$ cat src/rtl/clk_switch_pkg.sv
// clk_switch_pkg: state encoding and fault codes shared by the clock switch sequencer
package clk_switch_pkg;
    typedef enum logic [1:0] {ST_STABLE, ST_QUALIFY, ST_SETTLE, ST_PROG} state_t;
    localparam logic [1:0] FAULT_NONE = 2'd0;
    localparam logic [1:0] FAULT_LOCK = 2'd1;
    localparam logic [1:0] FAULT_LOW  = 2'd2;
    localparam logic [1:0] FAULT_HIGH = 2'd3;
endpackage

$ cat src/rtl/clk_activity_meter.sv
// clk_activity_meter: synchronizes prog_toggle and counts its level changes per fixed stable-clock window
module clk_activity_meter
    import clk_switch_pkg::*;
#(
    parameter int WINDOW_CYCLES = 1024,
    parameter int CNT_W         = 16
) (
    input  logic             clk,
    input  logic             reset,
    input  logic             prog_toggle,
    input  logic             run,
    output logic             window_done,
    output logic [CNT_W-1:0] count
);
    logic [2:0]       tog_sync_q, tog_sync_d;
    logic [CNT_W-1:0] win_q, win_d, tog_q, tog_d;
    logic             edge_evt;
    always_comb begin
        tog_sync_d  = {tog_sync_q[1:0], prog_toggle};
        edge_evt    = tog_sync_q[1] ^ tog_sync_q[2];
        window_done = run && win_q == CNT_W'(WINDOW_CYCLES - 1);
        // count includes this cycle's event so the terminal cycle reports the full window
        count       = (edge_evt && !(&tog_q)) ? tog_q + 1'b1 : tog_q;
        win_d       = (!run || window_done) ? '0 : win_q + 1'b1;
        tog_d       = (!run || window_done) ? '0 : count;
    end
    always_ff @(posedge clk) begin
        if (reset) begin
            tog_sync_q <= '0;
            win_q      <= '0;
            tog_q      <= '0;
        end else begin
            tog_sync_q <= tog_sync_d;
            win_q      <= win_d;
            tog_q      <= tog_d;
        end
    end
endmodule

$ cat src/rtl/clk_switch_ctrl.sv
// clk_switch_ctrl: glitch-free mux select sequencer; CLK_SWITCH_ACTIVITY_MON_EN keeps activity windows running in PROG
module clk_switch_ctrl
    import clk_switch_pkg::*;
#(
    parameter int WINDOW_CYCLES = 1024,
    parameter int MIN_TOGGLES   = 400,
    parameter int MAX_TOGGLES   = 600,
    parameter int SETTLE_CYCLES = 64,
    parameter int CNT_W         = 16
) (
    input  logic             clk,
    input  logic             reset,
    input  logic             prog_locked,
    input  logic             prog_toggle,
    input  logic             switch_req,
    input  logic             revert_req,
    input  logic             fault_clr,
    output logic             clk_select,
    output logic             on_prog,
    output logic             busy,
    output logic             fault,
    output logic [1:0]       fault_code,
    output logic [CNT_W-1:0] last_count
);
    state_t           state_q, state_d;
    logic [1:0]       lock_sync_q, lock_sync_d;
    logic [CNT_W-1:0] settle_q, settle_d, last_count_q, last_count_d, count;
    logic [1:0]       fault_code_q, fault_code_d, new_fault, win_code;
    logic             fault_q, fault_d, clk_select_q, clk_select_d;
    logic             on_prog_q, on_prog_d, busy_q, busy_d;
    logic             run, window_done, lock, in_range, settle_done;
    clk_activity_meter #(
        .WINDOW_CYCLES(WINDOW_CYCLES),
        .CNT_W        (CNT_W)
    ) u_meter (
        .clk        (clk),
        .reset      (reset),
        .prog_toggle(prog_toggle),
        .run        (run),
        .window_done(window_done),
        .count      (count)
    );
    always_comb begin
        lock_sync_d  = {lock_sync_q[0], prog_locked};
        lock         = lock_sync_q[1];
`ifdef CLK_SWITCH_ACTIVITY_MON_EN
        run          = state_q == ST_QUALIFY || state_q == ST_PROG;
`else
        run          = state_q == ST_QUALIFY;
`endif
        in_range     = count >= CNT_W'(MIN_TOGGLES) && count <= CNT_W'(MAX_TOGGLES);
        win_code     = count < CNT_W'(MIN_TOGGLES) ? FAULT_LOW : FAULT_HIGH;
        settle_done  = settle_q == CNT_W'(SETTLE_CYCLES - 1);
        settle_d     = state_q == ST_SETTLE && !settle_done ? settle_q + 1'b1 : '0;
        last_count_d = window_done ? count : last_count_q;
        state_d      = state_q;
        new_fault    = FAULT_NONE;
        case (state_q)
            ST_STABLE:
                if (switch_req && !revert_req && !fault_q && lock) state_d = ST_QUALIFY;
            ST_QUALIFY:
                if (!lock) new_fault = FAULT_LOCK;
                else if (revert_req) state_d = ST_STABLE;
                else if (window_done) begin
                    state_d   = in_range ? ST_SETTLE : ST_STABLE;
                    new_fault = in_range ? FAULT_NONE : win_code;
                end
            ST_SETTLE:
                if (!lock) new_fault = FAULT_LOCK;
                else if (revert_req) state_d = ST_STABLE;
                else if (settle_done) state_d = ST_PROG;
            ST_PROG:
                if (!lock) new_fault = FAULT_LOCK;
                else if (revert_req) state_d = ST_STABLE;
`ifdef CLK_SWITCH_ACTIVITY_MON_EN
                else if (window_done && !in_range) new_fault = win_code;
`endif
            default: state_d = ST_STABLE;
        endcase
        // any fault forces fallback and beats a same-cycle clear
        state_d      = new_fault != FAULT_NONE ? ST_STABLE : state_d;
        fault_d      = new_fault != FAULT_NONE || (fault_q && !fault_clr);
        fault_code_d = new_fault != FAULT_NONE ? new_fault : fault_clr ? FAULT_NONE : fault_code_q;
        clk_select_d = state_d != ST_PROG;
        on_prog_d    = state_d == ST_PROG;
        busy_d       = state_d == ST_QUALIFY || state_d == ST_SETTLE;
    end
    always_ff @(posedge clk) begin
        if (reset) begin
            state_q      <= ST_STABLE;
            lock_sync_q  <= '0;
            settle_q     <= '0;
            last_count_q <= '0;
            fault_q      <= 1'b0;
            fault_code_q <= FAULT_NONE;
            clk_select_q <= 1'b1;
            on_prog_q    <= 1'b0;
            busy_q       <= 1'b0;
        end else begin
            state_q      <= state_d;
            lock_sync_q  <= lock_sync_d;
            settle_q     <= settle_d;
            last_count_q <= last_count_d;
            fault_q      <= fault_d;
            fault_code_q <= fault_code_d;
            clk_select_q <= clk_select_d;
            on_prog_q    <= on_prog_d;
            busy_q       <= busy_d;
        end
    end
    assign clk_select = clk_select_q;
    assign on_prog    = on_prog_q;
    assign busy       = busy_q;
    assign fault      = fault_q;
    assign fault_code = fault_code_q;
    assign last_count = last_count_q;
endmodule

$ cat config.mk
export PLATFORM = sky130hd
export DESIGN_NAME = clk_switch_ctrl
export DESIGN_NICKNAME = d
export VERILOG_FILES = /design/src/rtl/clk_switch_pkg.sv /design/src/rtl/clk_activity_meter.sv /design/src/rtl/clk_switch_ctrl.sv
export SDC_FILE = /design/constraint.sdc
export NUM_CORES = 1
export LEC_CHECK = 0
export ABC_CLOCK_PERIOD_IN_PS = 4900
export BUFFER_PORTS_ARGS = -buffer_cell sky130_fd_sc_hd__buf_4
export CAP_MARGIN = 20
export CORE_UTILIZATION = 66
export CTS_BUF_LIST = sky130_fd_sc_hd__clkbuf_4 sky130_fd_sc_hd__clkbuf_8
export CTS_CLUSTER_DIAMETER = 40
export DETAILED_ROUTE_END_ITERATION = 8
export HOLD_SLACK_MARGIN = 0.03
export PLACE_DENSITY = 0.95
export SYNTH_ARGS = -nofsm -noshare
export SYNTH_HDL_FRONTEND = slang
export SYNTH_SLANG_ARGS = --single-unit
$ cat constraint.sdc
create_clock -name clk -period 4.9 [get_ports clk]
set_input_delay 0.245 -clock clk [delete_from_list [all_inputs] [get_ports clk]]
set_output_delay 0.245 -clock clk [all_outputs]
set_load 0.03 [all_outputs]
# [After elaboration in Yosys (flattened, before gate mapping)]
# Index checks and enable logic that the tools add are counted.
[classes] add_sub_neg=3 order_cmp=3 n_eq_ne=9 mux=22 n_bitwise=2 n_reduce_logical=24
[ops] op="$add A16 B1 Y16 const B" count=3
[ops] op="$mux W2" count=17
[ops] op="$eq A16 B10 Y1 const B" count=1
[ops] op="$eq A16 B6 Y1 const B" count=1
[ops] op="$ge A16 B9 Y1 const B" count=1
[ops] op="$le A16 B10 Y1 const B" count=1
[ops] op="$lt A16 B9 Y1 const B" count=1
[ops] op="$mux W16" count=1
[ops] op="$reduce_and A16 Y1" count=1
[ops] op="$eq A2 B2 Y1 const B" count=4
[ops] op="$logic_and A1 B1 Y1" count=8
[ops] op="$pmux W2 S4" count=1
[ops] op="$logic_not A1 Y1" count=6
[ops] op="$reduce_or A2 Y1" count=3
[ops] op="$eq A2 B1 Y1 const B" count=2
[ops] op="$pmux W2 S2" count=1
[ops] op="$reduce_bool A2 Y1" count=2
[ops] op="$logic_or A1 B1 Y1" count=3
[ops] op="$logic_not A2 Y1" count=1
[ops] op="$mux W1" count=2
[ops] op="$ne A2 B2 Y1 const B" count=1
[ops] op="$not A1 Y1" count=1
[ops] op="$xor A1 B1 Y1" count=1
[totals] ff_bits=77 output_inout_bits=22 word_cells=75

# [Longest topological paths before layout]
[logic_depth] word_depth=15 depth_mapped=12

# [Hierarchy]
# Synthesis repeated with hierarchy kept, for this count alone.
[unflattened] hier_cells=386 hier_area_um2=3472.1
[modules_own_cells] module="clk_switch_ctrl" n_inst=1 cells_each=188 area_each_um2=1783.0 seq_area_each_um2=840.8
[modules_own_cells] module="clk_activity_meter" n_inst=1 cells_each=198 area_each_um2=1689.1 seq_area_each_um2=700.7

# [Least setup slack after synthesis]
# OpenSTA, ideal clock, no wires.
[synth_path] kind="register to register" startpoint="reg u_meter.tog_q[1]" endpoint="reg busy_q, in the netlist busy" setup_time_ps=127 t_arrival_ps=2854 slack_ps=1919 path_stages_with_launch=13 path_buffers=1 cell_sequence="dfxtp_1 ha_1 and3_1 buf_2 a41o_4 or4_4 a21oi_2 o221ai_2 a221oi_2 o21ai_2 nor2_1 ha_1 nor2b_1"
[synth_via] elab_chain_len=15 word_cells_on_any_way=25 classes_between="1 x add/sub; 3 x order compare; 2 x eq/ne; 13 x mux; 6 x reduce/logical"
[synth_rtl] item="from (decl)" line_no="clk_activity_meter.sv:16" source="logic [CNT_W-1:0] win_q, win_d, tog_q, tog_d;"
[synth_rtl] item="from (signal assigned)" line_no="clk_activity_meter.sv:35" source="tog_q <= tog_d;"
[synth_rtl] item="branches (longest 3 deep; another with $add A16 B1 Y16)"
[synth_rtl] item="$mux W16 (*)" line_no="clk_activity_meter.sv:23" source="count = (edge_evt && !(&tog_q)) ? tog_q + 1'b1 : tog_q;"
[synth_rtl] item="$lt A16 B9 Y1 (tied with other cells)" line_no="clk_switch_ctrl.sv:52" source="win_code = count < CNT_W'(MIN_TOGGLES) ? FAULT_LOW : FAULT_HIGH;"
[synth_rtl] item="$mux W1 or $logic_and A1 B1 Y1 (tied branches)" line_no="clk_switch_ctrl.sv:52, clk_switch_ctrl.sv:51"
[synth_rtl] item="$mux W2 (*)" line_no="clk_switch_ctrl.sv:66" source="new_fault = in_range ? FAULT_NONE : win_code;"
[synth_rtl] item="$mux W2 (*)" line_no="clk_switch_ctrl.sv:64" source="else if (window_done) begin"
[synth_rtl] item="$mux W2 (*)" line_no="clk_switch_ctrl.sv:63" source="else if (revert_req) state_d = ST_STABLE;"
[synth_rtl] item="$mux W2 (*)" line_no="clk_switch_ctrl.sv:62" source="if (!lock) new_fault = FAULT_LOCK;"
[synth_rtl] item="$pmux W2 S2 (*)" line_no="clk_switch_ctrl.sv:58" source="case (state_q)"
[synth_rtl] item="$reduce_bool A2 Y1 (*)" line_no="clk_switch_ctrl.sv:81" source="state_d = new_fault != FAULT_NONE ? ST_STABLE : state_d;"
[synth_rtl] item="$mux W2 (*)" line_no="clk_switch_ctrl.sv:81"
[synth_rtl] item="net state_d[0]" line_no="clk_switch_ctrl.sv:25" source="state_t state_q, state_d;"
[synth_rtl] item="$eq A2 B1 Y1 or $eq A2 B2 Y1 (tied branches)" line_no="clk_switch_ctrl.sv:86" source="busy_d = state_d == ST_QUALIFY || state_d == ST_SETTLE;"
[synth_rtl] item="$logic_or A1 B1 Y1 (*)" line_no="clk_switch_ctrl.sv:86"
[synth_rtl] item="net busy_d" line_no="clk_switch_ctrl.sv:30" source="logic on_prog_q, on_prog_d, busy_q, busy_d;"
[synth_rtl] item="to (signal assigned)" line_no="clk_switch_ctrl.sv:108" source="busy_q <= busy_d;"
[synth_rtl] item="to (decl)" line_no="clk_switch_ctrl.sv:30"
# Mark *: on every way through the listed nets, which the timed path passes.
# A chain may end at the register's enable or synchronous reset.

# [Final worst setup path]
[layout_path] startpoint="reg u_meter.tog_q[0]" endpoint="reg busy_q, in the netlist busy"
# The elaborated chain is that of the path after synthesis.

==> results.py <==
metrics = {
    "status": {
        "run_status": "finished, final reports clean",
    },
    "sta": {
        "setup_viol": 0,
        "hold_violations": 0,
        "fin_tns_setup_ns": 0,
        "skew_ns": 0.0122,
        "fin_crit_sh_pct": 68.7,
        "min_period_ns": 3.37,
        "clock.fmax_ghz": 0.297,
        "tightest_slew_ns": 0.668,
        "slew_viol_final": 0,
        "max-slew-margin-rel_pct": 55.1,
        "grt_setup_unrepaired": "no",
    },
    "clock_network": {
        "cts_sinks": 77,
        "root_buffer": "clkbuf_8",
        "clk_pin_slew_ns": 0.08,
        "cts_made_buffers": 9,
        "clk-insertion-delay-late_ns": 0.35,
        "tritoncts": "yes",
        "cts_hold_buf": 0,
        "cts_setup_buffers": 0,
        "htree_levels": 3,
        "clk_path_buf_depth": 2,
        "ctsResizeCount": 0,
    },
    "critical_path": {
        "endpoint_kind": "flop",
        "worst_r2r_startpoint": "u_meter.tog_q[0]",
        "reg2reg_to": "busy",
        "cp_max_fo": 8,
        "worstPathRequired_ns": 5.13,
        "criticalPathCategory": "reg -> reg",
        "r2r_cells": 11,
        "arrival_ns": 3.60,
        "reg2reg_slack_ns": 1.53,
        "startpoint_type": "flop",
    },
    "yosys": {
        "synthArstFlopShare_pct": 0,
        "yosys-top-cells-area": "dfxtp_1, nor2_1, xor2_1",
        "synth_cell_types": 56,
        "ys.warnings.count": 0,
        "ys_ff_latch": 77,
        "synth_top_area_share_pct": 43.8,
        "synth_nets": 421,
        "seq_area_frac_synth_pct": 43.8,
        "ys.flop_type": "dfxtp_1",
        "synthCells": 409,
        "syn-cell-area_mm2": 0.00352,
        "yosysTopAreaCell": "dfxtp_1",
        "syn_area_per_cell_um2": 8.60,
        "synth_edf_count": 0,
    },
    "power_and_ir_drop": {
        "vdd_ir_drop_max_v": 0.000219,
        "p_per_area_mw_per_mm2": 290,
        "power_leakage_uw": 0.00138,
    },
    "finish": {
        "fill_cells": 351,
        "nNetsFinal": 440,
        "drive_above_1_share_pct": 14.1,
        "n_antenna_cell": 0,
        "design_area_mm2": 0.00394,
        "mostFrequentLayoutCell": "nor2_1",
        "mostFrequentLayoutCells": "nor2_1, dfxtp_1, nand2_1, buf_4, nand3_1",
        "areaGrowthSynthToFinish_pct": 12.0,
    },
    "floorplan": {
        "initial_core_util_pct": 68.9,
        "die_width_um": 75,
        "die_h_um": 75,
        "core-area_mm2": 0.00511,
        "num_rows": 26,
        "die-area_mm2": 0.00563,
        "pin_count": 29,
    },
    "hold_path": {
        "hold_end": "lock_sync_q[0]",
        "min_from": "prog_locked",
        "hp-class": "in -> reg",
        "whs_path_depth": 2,
    },
    "grt": {
        "grt_antenna_before_repair": 0,
        "grt_pass1_wl_mm": 11.7,
        "track_usage_pct": 27.4,
        "grt_pass1_vias": 2701,
        "grt_remaining_overflow": 0,
        "grt_max_degree": 32,
    },
    "placement": {
        "hpwl_mm": 4.97,
        "port_buffers": 28,
        "dpl-instance-area_mm2": 0.00371,
        "place.gp.congestion": 0.949,
    },
    "route": {
        "wl_per_cell_um": 14.6,
        "ant_nets": 0,
        "routed_wl_mm": 7.37,
        "drcViolationCount": 0,
        "drtIter0Drc": 215,
        "via_per_inst": 5.96,
        "vias": 3000,
        "drt_first_pass_iters": 5,
    },
    "flow_run": {
        "drv_cap": 0,
    },
}
-- registers in the layout (all words and copies together), names as in the netlist --
register and flops:
u_meter.tog_q 16, last_count 16, fault_code 2, state_q 2
clk_select 1, settle_q 16, u_meter.tog_sync_q 3, lock_sync_q 2
on_prog 1, busy 1, u_meter.win_q 16, fault 1
-- worst max-delay path, cell delays in order (launching register included) --
cell,delay (ns)
dfxtp_1,0.48
ha_1,0.31
and3_1,0.32
a41oi_2,0.22
nand4_1,0.17
xor2_1,0.33
a31oi_1,0.16
a221oi_2,0.46
o21ai_2,0.19
nor2_1,0.22
ha_1,0.26
nor2b_1,0.13
-- per-layer routing --
layer | track usage [%] | wire, µm
met1 | 32.7 | 3080
met2 | 47.2 | 3730
met3 | 5.09 | 354
met4 | 13.8 | 202
met5 | 0 | 0
-- cells by family (layout without fill, tap and decap cells) --
logic type,count (synthesis),in the layout,share of synthesized area [%]
adder cells (fa/ha/maj),5,5,1.78
XOR/XNOR,37,37,9.21
AO/OA/AOI/OAI,60,60,12.7
multiplexers,2,2,0.569
AND/OR/NAND/NOR,200,200,28.0
flip-flops,77,77,43.8
buffers and inverters,28,52,3.91
-- worst max path at each step --
stage	start	endpoint	slack (ns)
after floorplan	u_meter.tog_q[1]	busy	1.92
after global placement	u_meter.tog_q[0]	busy	1.78
after detailed placement	u_meter.tog_q[0]	busy	1.62
after CTS	u_meter.tog_q[0]	busy	1.61
after global routing	u_meter.tog_q[0]	busy	1.27
final	u_meter.tog_q[0]	busy	1.53
-- stage by stage --
step | utilization (%) | hold slack (ns) | cells | setup WS [ns] | power [µW]
floorplan | - | 0.373 | 409 | 1.92 | 659
global placement | 72.6 | 0.417 | 486 | 1.78 | 666
detailed placement | 72.6 | 0.427 | 486 | 1.62 | 667
CTS | 76.6 | 0.111 | 502 | 1.61 | 1140
global route | 77.1 | 0.131 | 503 | 1.27 | 1170
finish | 77.1 | 0.112 | 503 | 1.53 | 1140
-- cell usage after synthesis (3+ instances only) --
cell type	n
nor4_1	5
xor2_1	20
nor2_1	78
nor3_1	8
clkbuf_1	11
a211oi_1	11
nand3_1	24
o31ai_1	3
nor2b_1	11
nand4_1	9
and2_1	3
buf_2	5
ha_1	5
nand2b_1	3
and3_1	12
buf_6	3
inv_1	6
nand2_1	29
o21ai_0	9
dfxtp_1	77
xnor2_1	17
a21oi_1	14
-- where the power goes --
group	internal (µW)	leakage (µW)	switching [µW]
clock network	256	0.000103	234
logic	9.53	0.000652	14.0
registers	628	0.000621	1.93
total	893	0.00138	250
-- layout make-up --
class / instances / area, µm² / area share [%]
repair buffers: 30 / 245 / 6.22
clock inverters: 5 / 60.1 / 1.52
well taps: 70 / 87.6 / 2.22
inverters: 6 / 22.5 / 0.572
clock buffers: 11 / 145 / 3.68
multi-input cells: 304 / 1840 / 46.6
flip-flops and latches: 77 / 1540 / 39.1
No activity file was read; power rests on OpenSTA's default activity.
